$ cat src/rtl/rv32im_fetch.sv
// rv32im_fetch: instruction fetch stage between a 1-cycle-latency instruction
//   memory and decode. Issues one sequential request per cycle, buffers returned
//   words in a 2-entry queue, and flushes everything on an execute redirect.
// Ports:
//   clk, resetn                  core clock, synchronous active-low reset
//   imem_req, imem_addr          read request / word-aligned byte address
//   imem_rdata                   word returned one cycle after a request
//   redirect_valid, redirect_pc  single-cycle PC change from execute
//   if_valid, if_pc, if_instr    instruction offered to decode
//   id_ready                     decode accepts the offered instruction
// Latency: request in cycle N is offered to decode in cycle N+2.
// Backpressure: id_ready=0 holds the head entry stable; issue stops once the
//   queue plus the in-flight request would exceed two entries.

module rv32im_fetch #(
  parameter logic [31:0] RESET_PC = 32'h0000_0000
) (
  input  logic        clk,
  input  logic        resetn,
  output logic        imem_req,
  output logic [31:0] imem_addr,
  input  logic [31:0] imem_rdata,
  input  logic        redirect_valid,
  input  logic [31:0] redirect_pc,
  output logic        if_valid,
  output logic [31:0] if_pc,
  output logic [31:0] if_instr,
  input  logic        id_ready
);

  localparam logic [31:0] NOP_INSTR = 32'h0000_0013;

  // Sequential fetch pointer and the single outstanding memory request.
  logic [31:0] fetch_pc;
  logic        inflight;
  logic [31:0] inflight_pc;

  // Two-entry instruction queue.
  logic [31:0] q_pc    [2];
  logic [31:0] q_instr [2];
  logic [1:0]  count;
  logic        head;
  logic        tail;

  logic        pop;
  logic        push;
  logic        issue;
  logic [2:0]  occ_after;
  logic [31:0] redirect_addr;

  assign redirect_addr = {redirect_pc[31:2], 2'b00};

  // A redirect cancels whatever decode might have taken this cycle.
  assign pop  = if_valid & id_ready & ~redirect_valid;

  // The response of the request issued last cycle lands now; it belongs to the
  // old path if a redirect is happening, so it is dropped in that case.
  assign push = inflight & ~redirect_valid;

  // Slots that will be committed after this cycle: queued entries plus the
  // response still owed by memory, minus what decode takes now. A new request
  // is only safe if its response is guaranteed a slot. pop implies count>=1,
  // so the subtraction never underflows.
  assign occ_after = {1'b0, count} + {2'b00, inflight} - {2'b00, pop};

  always_comb begin
    imem_req  = 1'b0;
    imem_addr = fetch_pc;
    if (redirect_valid) begin
      imem_addr = redirect_addr;
    end
    if (resetn) begin
      imem_req = redirect_valid | (occ_after < 3'd2);
    end
  end

  assign issue = imem_req;

  always_comb begin
    if_valid = (count != 2'd0);
    if_pc    = 32'h0;
    if_instr = NOP_INSTR;
    if (if_valid) begin
      if_pc    = q_pc[head];
      if_instr = q_instr[head];
    end
  end

  // Fetch pointer and in-flight tracking.
  always_ff @(posedge clk) begin
    if (!resetn) begin
      fetch_pc    <= RESET_PC;
      inflight    <= 1'b0;
      inflight_pc <= 32'h0;
    end else begin
      inflight <= issue;
      if (issue) begin
        inflight_pc <= imem_addr;
        // Natural 32-bit wrap: 0xFFFF_FFFC is followed by 0x0000_0000.
        fetch_pc    <= imem_addr + 32'd4;
      end
    end
  end

  // Queue pointers and occupancy.
  always_ff @(posedge clk) begin
    if (!resetn) begin
      count <= 2'd0;
      head  <= 1'b0;
      tail  <= 1'b0;
    end else if (redirect_valid) begin
      count <= 2'd0;
      head  <= 1'b0;
      tail  <= 1'b0;
    end else begin
      if (push) begin
        tail <= ~tail;
      end
      if (pop) begin
        head <= ~head;
      end
      case ({push, pop})
        2'b10:   count <= count + 2'd1;
        2'b01:   count <= count - 2'd1;
        default: count <= count;
      endcase
    end
  end

  // Queue storage.
  always_ff @(posedge clk) begin
    if (!resetn) begin
      for (int i = 0; i < 2; i++) begin
        q_pc[i]    <= 32'h0;
        q_instr[i] <= 32'h0;
      end
    end else if (push) begin
      q_pc[tail]    <= inflight_pc;
      q_instr[tail] <= imem_rdata;
    end
  end

endmodule
$ cat config.mk
export PLATFORM = sky130hd
export DESIGN_NAME = rv32im_fetch
export DESIGN_NICKNAME = d
export VERILOG_FILES = /design/src/rtl/rv32im_fetch.sv
export SDC_FILE = /design/constraint.sdc
export NUM_CORES = 1
export LEC_CHECK = 0
export CELL_PAD_IN_SITES_DETAIL_PLACEMENT = 0
export CELL_PAD_IN_SITES_GLOBAL_PLACEMENT = 1
export CORE_UTILIZATION = 40
export DETAILED_ROUTE_END_ITERATION = 8
export MAX_ROUTING_LAYER = met4
export PLACE_DENSITY_LB_ADDON = 0.1
export SETUP_SLACK_MARGIN = 0.15
export SKIP_CTS_REPAIR_TIMING = 1
export SYNTH_ARGS = -nofsm -noshare
export SYNTH_HDL_FRONTEND = slang
export SYNTH_SLANG_ARGS = --single-unit
$ cat constraint.sdc
create_clock -name clk -period 21.3 [get_ports clk]
set_input_delay 4.26 -clock clk [delete_from_list [all_inputs] [get_ports clk]]
set_output_delay 4.26 -clock clk [all_outputs]
set_load 0.02 [all_outputs]
# --- After elaboration in Yosys (flattened, before gate mapping) ---
# Memories as Yosys holds them, arrays and structs flattened. A register that Yosys moved wholly into a read port is not among the register bits.
# Cells that the tools add are included.
totals:
  in_bits: 68
  elab_cells: 48
  memories: 2
  reg_bits: 69
  mem_bits_rw: 128
  out_inout_bits: 98
memory_table:
  columns: ["memory", "depth", "width", "rd", "rd_clocked_by_memory_dff", "write_ports", "line_no", "rtl"]
  rows:
  - ["q_instr", 2, 32, 1, 1, 2, "40", "logic [31:0] q_instr [2];"]
  - ["q_pc", 2, 32, 1, 1, 2, "39", "logic [31:0] q_pc [2];"]
op_classes:
  addsub: 5
  n_reduce_logical: 5
  magnitude_cmp: 1
  eq_ne: 2
  muxes: 19
  bitwise: 8
ops:
  columns: ["op", "n"]
  rows:
  - ["$mux W32", 5]
  - ["$reduce_or A32 Y1", 2]
  - ["$add A32 B3 Y32 const B", 1]
  - ["$mux W1", 13]
  - ["$not A1 Y1", 4]
  - ["$pmux W2 S2", 1]
  - ["$reduce_bool A2 Y1", 2]
  - ["$add A2 B1 Y3", 1]
  - ["$and A1 B1 Y1", 3]
  - ["$lt A3 B2 Y1 const B", 1]
  - ["$sub A3 B1 Y3", 1]
  - ["$add A2 B1 Y2 const B", 1]
  - ["$eq A2 B1 Y1 const B", 1]
  - ["$eq A2 B2 Y1 const B", 1]
  - ["$reduce_or A2 Y1", 1]
  - ["$sub A2 B1 Y2 const B", 1]
  - ["$or A1 B1 Y1", 1]

# --- Longest topological paths before layout ---
depth:
  word_depth: 7
  ltp_mapped: 16
  ltp_nobuf: 13

# --- Least setup slack after synthesis ---
# No wires, ideal clock.
synth_path:
  path_type: "input-to-output"
  from: "in redirect_valid"
  to: "out imem_req"
  slack_ns: 9.976
  arrival_time_ns: 7.064
  cell_stages: 14
  cell_sequence: "buf_6 -> buf_6 -> buf_4 -> buf_2 -> buf_2 -> nor2_1 -> ha_1 -> nand2b_1 -> fa_1 -> xnor2_1 -> a21o_1 -> nand2_1 -> clkinv_1 -> clkbuf_1"
synth_via:
  elab_chain_len: 6
synth_lines:
  columns: ["item", "line_no", "rtl"]
  rows:
  - ["from (decl)", "23", "input logic redirect_valid,"]
  - ["$not A1 Y1", "54", "assign pop = if_valid & id_ready & ~redirect_valid;"]
  - ["$and A1 B1 Y1", "54", null]
  - ["via pop", "45", "logic pop;"]
  - ["$sub A3 B1 Y3", "64", "assign occ_after = {1'b0, count} + {2'b00, inflight} - {2'b00, pop};"]
  - ["$lt A3 B2 Y1", "73", "imem_req = redirect_valid | (occ_after < 3'd2);"]
  - ["$or A1 B1 Y1", "73", null]
  - ["$mux W1", "72", "if (resetn) begin"]
  - ["to (decl)", "20", "output logic imem_req,"]
# The timed path passes the listed nets, and every way through them passes these cells.

# --- Final worst setup path ---
layout_path:
  from: "in id_ready"
  to: "out imem_req"
layout_via:
  elab_chain_len: 6
layout_lines:
  columns: ["item", "line_no", "rtl"]
  rows:
  - ["from (decl)", "28", "input logic id_ready"]
  - ["$and A1 B1 Y1 (2 in a row)", "54", null]
  - ["via pop", "45", null]
  - ["$sub A3 B1 Y3", "64", null]
  - ["$lt A3 B2 Y1", "73", null]
  - ["$or A1 B1 Y1", "73", null]
  - ["$mux W1", "72", null]
# The timed path passes the listed nets, and every way through them passes these cells.

==> summary.md <==
| Metric | Value |
|---|---|
| Sequential power share | `51.9%` |
| Drt wl/cell | `16.3 um` |
| Unique cell type count in the Yosys netlist | `56` |
| Post-synth EDFFs | `between 100 and 150` |
| Height of the die | `155 um` |
| Nets | `roughly 1100` |
| Req. time, crit path | `approximately 17000 ps` |
| Compound-Gate Fraction of Synth Area | `between 6 and 7%` |
| Worst-Skew Late Latency | `around 420 ps` |
| Detailed Route WL | `around 22000 um` |
| First-pass GRT wire length | `~34000 um` |
| Fin. max-slew vios | `0` |
| Initial antenna violation count | `0` |
| Sink Count | `approximately 200` |
| Crit path kind | `input pin to output pin` |
| Clock-pin slew on the worst setup and hold paths | `roughly 70 ps` |
| TNS Setup | `0 ps` |
| Vias in the first global route | `between 6000 and 7000` |
| Pint | `around 0.64 mW` |
| Clock network power share | `between 30% and 40%` |
| WP data arrival | `between 8000 and 9000 ps` |
| DR vias/cell | `slightly below 5` |
| Area of the die | `23900 um^2` |
| Port Buffers | `between 150 and 200` |
| Largest family of logic cells by synthesized area | `simple AND/OR/NAND/NOR gates` |
| Worst-Margin Slew | `~1100 ps` |
| Post-route ant nets | `0` |
| PwrDens | `71.9 nW/um^2` |
| Status | `finished, final reports clean` |
| Slew margin rel. | `24.9%` |
| Ys Warns | `0` |
| Critical hold path startpoint | `fetch_pc[8]$_SDFFE_PN0P_` |
| Crit-path slowest cell | `clkdlybuf4s50_1` |
| Switch share | `25.0%` |
| Syn_nets | `just over 900` |
| Dpl hpwl | `~14000 um` |
| Sw power | `~0.21 mW` |
| Gate Count Post-Synth | `853` |
| Top Ports | `166` |
| Total GRT Usage | `a little under a fifth` |
| Sequential cell area fraction in the yosys report | `between 50% and 60%` |
| Pre-CTS setup slack | `between 8000 and 9000 ps` |
| Placement Cell Area | `11200 um^2` |
| GRT overflow | `0` |
| Drt first-iter violations | `288` |
| Worst clock skew | `13.3 ps` |
| Critical path fanouts, max | `roughly 40` |
| Drc violations | `0` |
| Detailed Routing Iterations Pass 1 | `5` |
| Fin. Hold Viols | `0` |
| Final GP Congestion | `0.803` |
| Critical Path Max Stage Delay | `about 660 ps` |
| Endpoint class of the critical path | `output pin` |
| Fin crit period | `approximately 12000 ps` |
| Row count | `55` |
| #FFs+latches synth | `between 150 and 200` |
| Area Overhead vs Synth | `26.4%` |
| CTS Buf Count | `17` |
| Synthesized cell area | `9330 um^2` |
| Worst r2r path cells | `13` |
| Adder-cell share of the synthesized area | `0.617%` |
| Ys async rst share | `0%` |
| Core Area | `between 20000 and 25000 um^2` |
| RSZ-0062 raised after global routing | `false` |
| Post-synthesis xor/xnor area fraction | `between 1 and 1.5%` |
| Crit-path leading delay family | `buffers and inverters` |
| R2R Setup Slk | `17430 ps` |
| Cell total after placement | `about 1300` |
| Critical Path Source Type | `input pin` |
| Post-synthesis mux area share | `between 10 and 15%` |
| Pin count of the biggest net entering global routing | `a little over 70` |
| Combinational Power Share | `12.2%` |
| Htree depth | `4` |
| Dominant synthesized flop cell | `edfxtp_1` |
| Final hold slack | `~460 ps` |
| Pleak | `~4.3 nW` |
| Post-Synth Simple-Gate Area | `21.3%` |
| Die width | `155 um` |
| Max Cap Violations | `0` |
| Clock buffer depth | `2` |
| Share of cells above drive strength 1 | `under 10%` |
| Clk root buf | `clkbuf_16` |
| Worst hold path class | `flip-flop to flip-flop` |
| Fmax | `around 0.08 GHz` |
| WHS Path Cells | `2` |
| VDD IR max | `between 0.00004 and 0.00005 V` |
| Post-route setup slack | `roughly 9000 ps` |
| Synth Area per Inst | `between 10 and 15 um^2` |
| CP Buf/Inv Count | `5` |
| Hold path endpoint | `fetch_pc[8]$_SDFFE_PN0P_` |
| Vias | `6522` |
| R2R Path End | `fetch_pc[29]$_SDFFE_PN0P_` |
| Initial core utilization | `41.0%` |
| CTS tree | `yes` |
| Setup violations, final | `0` |
| CP cell instances | `clkdlybuf4s50_1 -> nand2_1 -> nor2_1 -> ha_1 -> nand2b_1 -> fa_1 -> xnor2_1 -> a21o_1 -> nand2_1 -> buf_4 -> clkinv_1 -> buf_4 -> clkdlybuf4s50_1` |
| Post-route cell area | `around 12000 um^2` |
| Final non-filler cell total | `about 1300` |
| # diodes | `0` |
| FF-to-FF Start | `count[1]$_SDFFE_PP0P_` |
| Final period utilization | `57.9%` |
-- power by group through the flow --
stage | Combinational (mW) | Sequential (mW) | Clock, mW
after global placement | 0.104 | 0.447 | 0
final | 0.103 | 0.440 | 0.305
after global routing | 0.113 | 0.443 | 0.329
after floorplan | 0.0588 | 0.446 | 0
after CTS | 0.105 | 0.440 | 0.313
after detailed placement | 0.104 | 0.448 | 0
-- state kept, by name, indices dropped and copies added (netlist names), named ones only --
| signal | flops |
|---|---|
| q_pc | 64 |
| head | 1 |
| inflight_pc | 30 |
| inflight | 1 |
| fetch_pc | 32 |
| q_instr | 64 |
| tail | 1 |
| count | 2 |
-- cells in the mapped netlist, types with 7 or more instances --
library cell,number,area share (%)
a22o_1,8,0.75
a21oi_1,7,0.38
clkbuf_1,41,1.6
dfxtp_1,68,15
nor2_1,81,3.3
or4_1,7,0.56
mux2_2,7,0.84
nand3_1,35,1.9
edfxtp_1,128,41
xnor2_1,13,1.2
and2_1,130,8.7
nand4_1,7,0.47
mux2i_1,87,9.3
nand2_1,63,2.5
inv_1,30,1.2
o21ai_0,36,1.9
buf_2,8,0.43
-- cells by family after synthesis --
family                     Yosys count
and+or+nand+nor                    369
DFF                                196
muxes                               94
AOI/OAI and AO/OA                   91
buffers and inverters               84
xor gates and xnor gates            15
adders and majority gates            4
-- stage by stage --
step	utilization, %	power (mW)
finish	51.8	0.848
global route	51.8	0.884
floorplan	-	0.505
detailed placement	49.3	0.552
CTS	51.8	0.857
global placement	49.3	0.551
-- worst register-to-register path: cells and delay by family, from the launching register on --
kind            cells  cell delay (ps)
simple gates        6             1210
compound gates      2              640
fa+ha+maj           2              620
flops               1              480
buf+inv             2              450
xor+xnor            1              350
-- layer usage --
layer | wire [um] | up-vias | part of all wire (%) | GRT usage, %
met5 | 0 | - | 0 | -
met4 | 144 | 0 | 0.67 | 4.24
met3 | 1000 | 11 | 4.6 | 3.59
met2 | 9870 | 162 | 46 | 30.0
met1 | 10500 | 3076 | 49 | 25.9
li1 | - | 3273 | - | -
-- placed cells by master, fill, tap and decap left out, drive strengths merged, types with 6 or more instances in the layout --
cell type and n:
clkdlybuf4s50 162, and2 130, edfxtp 128, mux2i 87, nor2 81, dfxtp 68, nand2 63, nand3 37
o21ai 37, inv 35, clkbuf 18, xnor2 13, buf 11, nand4 11, a22o 8, mux2 7
or4 7, a21oi 7, nand3b 6, o31ai 6, and3 6
-- how the worst max path moves through the flow --
stage,start,endpoint,slack [ps],cells past startpoint
2_1_floorplan,redirect_valid,imem_req,9980,14
3_3_place_gp,id_ready,imem_req,9010,13
3_5_place_dp,id_ready,imem_req,8970,13
4_1_cts,id_ready,imem_req,8950,13
5_1_grt,id_ready,imem_req,8600,13
6_report,id_ready,imem_req,8970,13
-- layout make-up --
cell class,instances,area [um^2]
flip-flops and latches,196,5210
clock inverters,13,125
repair buffers,173,1700
multi-input cells,573,3820
well taps,313,392
inverters,31,116
fillers,2122,11000
clock buffers,18,429
No activity file was read; power rests on OpenSTA's default activity.
